--- src/rtl/match_checker_sat_counter.sv ---
// Saturating up-counter with synchronous clear; holds at all-ones instead of wrapping.
module sat_counter #(
    parameter int CNT_W = 16
) (
    input  logic             clk,
    input  logic             reset,
    input  logic             clr,
    input  logic             inc,
    output logic [CNT_W-1:0] count
);

    localparam logic [CNT_W-1:0] CNT_MAX = {CNT_W{1'b1}};
    localparam logic [CNT_W-1:0] CNT_ONE = {{(CNT_W-1){1'b0}}, 1'b1};

    logic [CNT_W-1:0] count_q;
    logic [CNT_W-1:0] count_d;

    // Clear wins over increment so a window can open on the same edge.
    always_comb begin
        count_d = count_q;
        if (clr) begin
            count_d = '0;
        end else if (inc && (count_q != CNT_MAX)) begin
            count_d = count_q + CNT_ONE;
        end
    end

    always_ff @(posedge clk) begin
        if (reset) begin
            count_q <= '0;
        end else begin
            count_q <= count_d;
        end
    end

    assign count = count_q;

endmodule

--- config.mk ---
export PLATFORM = sky130hd
export DESIGN_NAME = sat_counter
export DESIGN_NICKNAME = d
export VERILOG_FILES = /design/src/rtl/match_checker_sat_counter.sv
export SDC_FILE = /design/constraint.sdc
export NUM_CORES = 1
export LEC_CHECK = 0
export BUFFER_PORTS_ARGS = -buffer_cell sky130_fd_sc_hd__buf_2
export CAP_MARGIN = 20
export CELL_PAD_IN_SITES_DETAIL_PLACEMENT = 0
export CELL_PAD_IN_SITES_GLOBAL_PLACEMENT = 2
export CORE_MARGIN = 2
export CORE_UTILIZATION = 33
export DETAILED_ROUTE_END_ITERATION = 10
export GPL_TIMING_DRIVEN = 0
export PLACE_DENSITY = 0.93
export SLEW_MARGIN = 25
export SYNTH_ARGS = -nofsm -noshare
export SYNTH_HDL_FRONTEND = slang
export SYNTH_SLANG_ARGS = --single-unit
--- constraint.sdc ---
create_clock -name clk -period 2.09 [get_ports clk]
set_input_delay 0.418 -clock clk [delete_from_list [all_inputs] [get_ports clk]]
set_output_delay 0.418 -clock clk [all_outputs]
set_load 0.05 [all_outputs]
# --- Yosys cells after proc, flatten, opt, wreduce, memory -nomap -nowiden ---
# Cells that the tools add are included.
totals:
  regBits: 16
  inputBits: 4
  out_inout_bits: 16
  elab_cells: 5
op_classes:
  n_addsub: 1
  eq_ne: 1
  reduce_logical: 2
ops:
  columns: ["cell", "count"]
  rows:
  - ["$add 16x1->16 const B", 1]
  - ["$ne 16x16->1 const B", 1]
  - ["$reduce_or 2->1", 1]
  - ["$logic_and 1x1->1", 1]

# --- Logic depth before layout (Yosys ltp) ---
# Gate-level depths: netlist (run 1).
depth:
  depth_word: 2
  depth_mapped: 6
  depth_no_buf: 5

# --- Worst setup path before layout (run 1) ---
# OpenSTA, ideal clock, no wires.
synth_timing:
  path_type: "register to register"
  start: "reg count_q[0], in the netlist count[0]"
  end: "reg count_q[12], in the netlist count[12]"
  setup_ps: 91
  arrival_time_ps: 1750
  t_required_ps: 1999
  setup_slack_ps: 249
  path_stages_with_launch: 7
  path_buffers: 1
  period_less_slack_ps: 1841
  path_cell_list: "dfxtp_1 -> ha_1 -> and4_4 -> and3_1 -> buf_4 -> a31oi_1 -> a311oi_1"
synth_via:
  elab_chain_cells: 2
  word_cells_on_any_way: 3
  cone_classes: "1 x add/sub; 1 x eq/ne; 1 x reduce/logical"
synth_rtl:
  columns: ["element", "line", "text"]
  rows:
  - ["start, declared", "15", "logic [CNT_W-1:0] count_q;"]
  - ["start signal, assigned", "32", "count_q <= count_d;"]
  - ["parallel branches: the longest is 2 deep, another holds $add 16x1->16", null, null]
# Parallel ways; which one is timed is not known.
# A chain may end at the register's enable or synchronous reset.

# --- Worst setup path in the final report (run 1) ---
layout_timing:
  start: "reg count_q[0], in the netlist count[0]"
  end: "reg count_q[10], in the netlist count[10]"
# The elaborated chain is that of the path after synthesis.

==> flow_summary.ini, run 1 <==
[run_status]
status = finished, final reports clean

[power_and_ir_drop]
seqPwrFrac_pct = 56.1
intPower_mw = 0.422
power_frac_clock_pct = 38.6
power_leakage_nw = 0.451
p_sw_share_pct = 23.0
vdd_drop_max_v = 0.000324
total_power_mw = 0.548
power_density_nw_per_um2 = 504
combPwrFrac_pct = 5.2
power.switching_mw = 0.126

[layout]
fillers = 289
drive_above_1_share_pct = 30.4
seq_area_um2 = 320
layout.nets = 131
largest_reg_flops = 16
diodes = 0
multi_input_area_um2 = 551
layout-area-overhead-vs-synth_pct = 18.6

[logic_synthesis]
yosysSeqAreaShare_pct = 34.9
yosysTopAreaCell = dfxtp_1
synth_cells = 102
postSynthAreaPerCell_um2 = 8.99
synth_top_area_share_pct = 34.9
synth_area_leaders = dfxtp_1 (35%), mux2i_1 (6.5%), nand2_1 (5.3%), a21oi_1 (3.3%), a31oi_1 (2.7%)
syn-num-nets = 107
ys_types = 36
syn-cell-area_um2 = 917
ys_seq_elements = 16
yosysWarnings = 0

[floorplan]
core-area_um2 = 2690
die_h_um = 56.7
pin_count = 20
die-area_um2 = 3220
row_count = 19
die_w_um = 56.7
start_util_pct = 34.1

[route]
drt_pass1_iterations = 4
route.antenna.remaining_nets = 0
route.detailed.drc = 0
route.vias.total = 861
viasPerCell = 5.52
wl_per_cell_um = 13.6
drt_wl_total_mm = 2.11
first_iter_violations = 16

[clock_tree]
postCtsSetupBuffers = 0
cts_resized = 0
cts-root-buf = clkbuf_4
cts.path.max_buffers = 2
numCtsBuffers = 3
clk_latency_ns = 0.29
cts_tree = yes
clk_pin_slew_ns = 0.10
clock_sinks = 16
htree_levels = 1
cts.hold.buffers_added = 0

[flow_run]
maxCapViolations = 0

[global_route]
grt_pass1_wl_mm = 3.68
gr-total-overflow = 0
antenna_found_initial = 0
first_global_vias = 779
grt_max_degree = 11
groute.usage.overall_pct = 14.4

[timing]
finalSetupViolations = 0
fmax_mhz = 623
layout_setup_ws_ns = 0.486
tightest_slew_ns = 0.443
slew_viol_final = 0
hold_viol_final = 0
relSlewSlack_pct = 70.5
period_minus_slack_ns = 1.60
rsz0062_at_grt = no
fin_skew_ns = 0.00617
setup_tns_ns = 0
fin_crit_sh_pct = 76.8

[critical_path]
r2r_slack_ns = 0.49
crit_fanout = 6
r2r-start = count[0]
required_ns = 2.32
cp-end-kind = flop
cp.arrival_ns = 1.83
reg2regPathDepth = 5
worstSetupStartpointType = flop
critPathKind = flop to flop
worstReg2RegEnd = count[10]

[placement]
portBuffers = 19
gp_congestion = 0.730
dpl.hpwl_mm = 1.59
post-place-ws_ns = 0.480

[hold_path]
min_from = reset
hold_class = input port to flop
holdPathStages = 3
worstHoldEndpoint = count[15]
-- per-layer routing --
metal | up-vias | routed length [um] | GRT usage, %
li1 | 439 | - | -
met1 | 397 | 1030 | 18.8
met2 | 23 | 924 | 22.8
met3 | 2 | 148 | 5.53
met4 | 0 | 12 | 2.38
met5 | - | 0 | 0
-- kinds of logic after synthesis --
kind of cell / synth area share, %
muxes: 6.55
buffers and inverters: 5.05
DFF: 34.9
and+or+nand+nor: 31.5
adders and majority gates: 1.36
AOI/OAI and AO/OA: 20.6
-- worst max-delay path, cell delays in order, from the launching register on --
cell and delay, ns:
dfxtp_1 0.42, ha_1 0.22, and4_4 0.26, nand3_1 0.13, or3_1 0.38, a21oi_1 0.14
-- area by class of cell --
cell class	instances	area share (%)
sequential	16	29.5
buffer	5	3.91
tap	31	3.57
clock buffer	4	3.34
multi-input combinational	80	50.6
inverter	1	0.345
timing repair buffer	19	8.75
-- through the flow --
| step | hold slack [ns] | area [um^2] | cells | util (%) |
|---|---|---|---|---|
| 2_1_floorplan | 0.597 | 917 | 102 | - |
| 3_3_place_gp | 0.485 | 1050 | 152 | 39.1 |
| 3_5_place_dp | 0.490 | 1050 | 152 | 39.1 |
| 4_1_cts | 0.448 | 1090 | 156 | 40.5 |
| 5_1_grt | 0.461 | 1090 | 156 | 40.5 |
| 6_report | 0.451 | 1090 | 156 | 40.5 |
-- placed cells by master, fill, tap and decap left out, types with 2 or more instances in the layout --
cell type	n
o21ai_0	4
mux2i_1	6
buf_6	2
nor2_1	2
and2_1	2
dfxtp_1	16
clkbuf_4	3
or3_1	4
and3_4	2
nand4_1	3
buf_2	19
and3_1	3
a31oi_1	4
o21ai_1	2
and2_2	2
or3_2	3
a2111o_1	2
a21oi_1	6
nand3_1	5
nand2_1	13
a211oi_1	3
nor3_1	2
-- power groups by stage --
| stage | clock [mW] | sequential, mW | combinational (mW) |
|---|---|---|---|
| after floorplan | 0 | 0.319 | 0.0136 |
| after global placement | 0 | 0.315 | 0.0290 |
| after detailed placement | 0 | 0.315 | 0.0291 |
| after CTS | 0.221 | 0.308 | 0.0292 |
| after global routing | 0.238 | 0.308 | 0.0322 |
| final | 0.212 | 0.308 | 0.0288 |
-- cell usage after synthesis --
master,n
dfxtp_1,16
nand2_1,13
a21oi_1,6
mux2i_1,6
nand3_1,5
a31oi_1,4
o21ai_0,4
or3_1,4
a211oi_1,3
and3_1,3
nand4_1,3
or3_2,3
a2111o_1,2
and2_1,2
and2_2,2
and3_4,2
buf_6,2
nor2_1,2
nor3_1,2
o21ai_1,2
a211oi_2,1
a21boi_0,1
a311oi_1,1
a41o_1,1
and3_2,1
and4_4,1
buf_1,1
buf_4,1
dlygate4sd1_1,1
ha_1,1
inv_1,1
nand4_4,1
nor3_4,1
o2111a_1,1
o2111ai_1,1
or2_1,1
-- how the worst max path moves through the flow --
stage,startpoint,to,slack (ns),cells past startpoint
final,count[0],count[10],0.49,5
after global routing,count[0],count[10],0.35,5
after CTS,count[0],count[12],0.48,6
after detailed placement,clr,count[2],0.48,5
after global placement,count[0],count[12],0.53,6
after floorplan,count[0],count[12],0.25,6
Note: power is estimated with default switching activity, not from simulation.
==> run 2: changes to the inputs <==
--- a/config.mk
+++ b/config.mk
@@ -5,15 +5,16 @@
 export SDC_FILE = /design/constraint.sdc
 export NUM_CORES = 1
 export LEC_CHECK = 0
+export ABC_AREA = 1
 export BUFFER_PORTS_ARGS = -buffer_cell sky130_fd_sc_hd__buf_2
 export CAP_MARGIN = 20
 export CELL_PAD_IN_SITES_DETAIL_PLACEMENT = 0
 export CELL_PAD_IN_SITES_GLOBAL_PLACEMENT = 2
 export CORE_MARGIN = 2
-export CORE_UTILIZATION = 33
+export CORE_UTILIZATION = 25
 export DETAILED_ROUTE_END_ITERATION = 10
 export GPL_TIMING_DRIVEN = 0
-export PLACE_DENSITY = 0.93
+export PLACE_DENSITY = 0.84
 export SLEW_MARGIN = 25
 export SYNTH_ARGS = -nofsm -noshare
 export SYNTH_HDL_FRONTEND = slang
==> constraint.sdc (replaced) <==
create_clock -name clk -period 1.4 [get_ports clk]
set_input_delay 0.28 -clock clk [delete_from_list [all_inputs] [get_ports clk]]
set_output_delay 0.28 -clock clk [all_outputs]
set_load 0.05 [all_outputs]
==> run 2 against run 1 <==
Net effect: cell count up 48%; critical endpoint is now count[15]; design area up 20%; flip-flop and latch count unchanged; highest routed layer unchanged; first-iteration DRC count up 94%; largest power group unchanged; largest cell class unchanged; register-to-register slack worse by 0.41 ns; die area up 41%; worst setup slack worse by 0.41 ns; non-clock buffer count down 1; critical path type unchanged.
==> flow_summary.ini, run 2 <==
[global_route]
antenna_found_initial = 0
grt_pass1_wl_mm = 4.11
groute.usage.overall_pct = 12.1
gr-total-overflow = 0
grt_max_degree = 11
first_global_vias = 958

[placement]
placedCellCount = 225
post-place-ws_ns = -0.0444
gp_congestion = 0.764
portBuffers = 19
dpl.hpwl_mm = 1.92

[clock_tree]
clock_sinks = 16
clk_latency_ns = 0.25
cts_tree = yes
numCtsBuffers = 3
cts.path.max_buffers = 2
clk_pin_slew_ns = 0.07
htree_levels = 1
cts-root-buf = clkbuf_8

[power_and_ir_drop]
total_power_mw = 0.917
power_leakage_nw = 0.573
vdd_drop_max_v = 0.000262
power_density_nw_per_um2 = 703

[critical_path]
worstSetupStartpointType = flop
cp_top_family = simple AND/OR/NAND/NOR gates
crit_fanout = 10
cp.arrival_ns = 1.46
critPathKind = flop to flop
path_buf_inv = 1
r2r_slack_ns = 0.08
slowest_stage = dfxtp_4
cp-end-kind = flop
timing.critical_path.slowest_cell_delay_ns = 0.37
worstPathCellList = ha_4, nand2_2, nor2_4, nand4_4, buf_6, a21oi_1, nor2_1
required_ns = 1.54

[logic_synthesis]
yosysWarnings = 0
ys_seq_elements = 16
yosysSeqAreaShare_pct = 31.9
synth_top_area_share_pct = 31.9
syn-cell-area_um2 = 1000
synth_edf_count = 0
yosysTopAreaCell = dfxtp_1
synth.most_common_cell = nand2_1
syn-num-nets = 161
synth_cells = 156
ys_types = 20
postSynthAreaPerCell_um2 = 6.44
synthTopCellsByCount = nand2_1 (43), nor2_1 (38), dfxtp_1 (16)
synth_async_sr_flop_share_pct = 0
synth_ff_type = dfxtp_1
synth_area_leaders = dfxtp_1 (32%), nand2_1 (16%), nor2_1 (14%), nand3_1 (6.5%), inv_1 (5.6%)

[hold_path]
hold_class = input port to flop

[timing]
fmax_mhz = 756
layout_setup_ws_ns = 0.0781
rsz0062_at_grt = yes
period_minus_slack_ns = 1.32
fin_skew_ns = 0.00212
hold_viol_final = 0
fin_crit_sh_pct = 94.4
relSlewSlack_pct = 62.5
finalSetupViolations = 0
tightest_slew_ns = 0.560
slew_viol_final = 0

[route]
route.detailed.drc = 0
drt_wl_total_mm = 2.47
route.vias.total = 1015
route.antenna.remaining_nets = 0
first_iter_violations = 31
drt_pass1_iterations = 4
wl_per_cell_um = 10.7
viasPerCell = 4.39

[floorplan]
die_w_um = 67.4
pin_count = 20
core-area_um2 = 3940
start_util_pct = 25.5
row_count = 23
die-area_um2 = 4540
die_h_um = 67.4

[layout]
drive_above_1_share_pct = 37.0
largest_reg_flops = 16
layout_commonest_cell = nand2_1
layout.nets = 187
layout-area-overhead-vs-synth_pct = 29.9
mostFrequentLayoutCells = nand2_1 (42), nor2_1 (35), buf_2 (19)
post_layout_nonfiller_instances = 231
diodes = 0

[run_status]
status = finished, final reports clean

[flow_run]
maxCapViolations = 0
## run 2: cell types whose count changed after synthesis, moves of 4 or more
| cell | delta |
|---|---|
| inv_1 | +14 |
| or3_1 | -4 |
| nand2_1 | +30 |
| a31oi_1 | -4 |
| nor2_4 | +4 |
| mux2i_1 | -6 |
| nor2_2 | +5 |
| nand3_1 | +8 |
| nor2_1 | +36 |
## run 2: cell families after synthesis
group | synth area share (%)
compound gates | 4.48
fa+ha+maj | 1.25
buf+inv | 8.22
flops | 31.9
simple gates | 54.2
## run 2: what timing repair did
action / in CTS / in global routing
buffers inserted: 0 / 2
endpoints found under the setup margin: 1 / 10
hold buffers: 0 / 0
cloned: 0 / 0
resized for setup: 1 / 6
endpoints found under the hold margin: 0 / 0
pin swaps: 0 / 4
## run 2: cell type report
cell class                      instances  area (um^2)
Timing Repair Buffer                   21          110
Inverter                               16         60.1
Fill cell                             420         2640
Sequential cell                        16          355
Tap cell                               50         62.6
Multi-Input combinational cell        122          639
Buffer                                  2         22.5
Clock buffer                            4         55.1
## run 2: final timing paths
kind | from | end | depth (start not counted)
worst max-delay path | count[0] | count[15] | 7
worst min-delay path | reset | count[6] | 4
worst max register to register | count[0] | count[15] | 7
worst min register to register | count[15] | count[15] | 2
## run 2: per-layer routing
layer | GRT usage (%) | up-vias | routed length (um)
met5 | 0 | - | 0
met4 | 3.06 | 0 | 12
met3 | 2.50 | 2 | 76
met2 | 21.5 | 16 | 1190
met1 | 14.8 | 463 | 1190
li1 | - | 534 | -
## run 2: power breakdown
group	switching [mW]	internal [mW]
clock	0.164	0.249
sequential	0.00396	0.448
combinational	0.0349	0.0177
## run 2: stage by stage
step	util [%]	hold slack, ns	setup TNS (ns)	instance area, um^2
final	33.1	0.387	0	1310
after global placement	30.8	0.485	-0.0153	1210
after floorplan	-	0.491	0	1050
after global routing	33.1	0.404	-0.0113	1310
after detailed placement	30.8	0.496	-0.0444	1210
after CTS	32.2	0.385	0	1270
## run 2: worst min-delay path: stages
cell and delay (ns):
buf_2 0.07, nor2_1 0.12, nand2_1 0.10, nor2_1 0.03
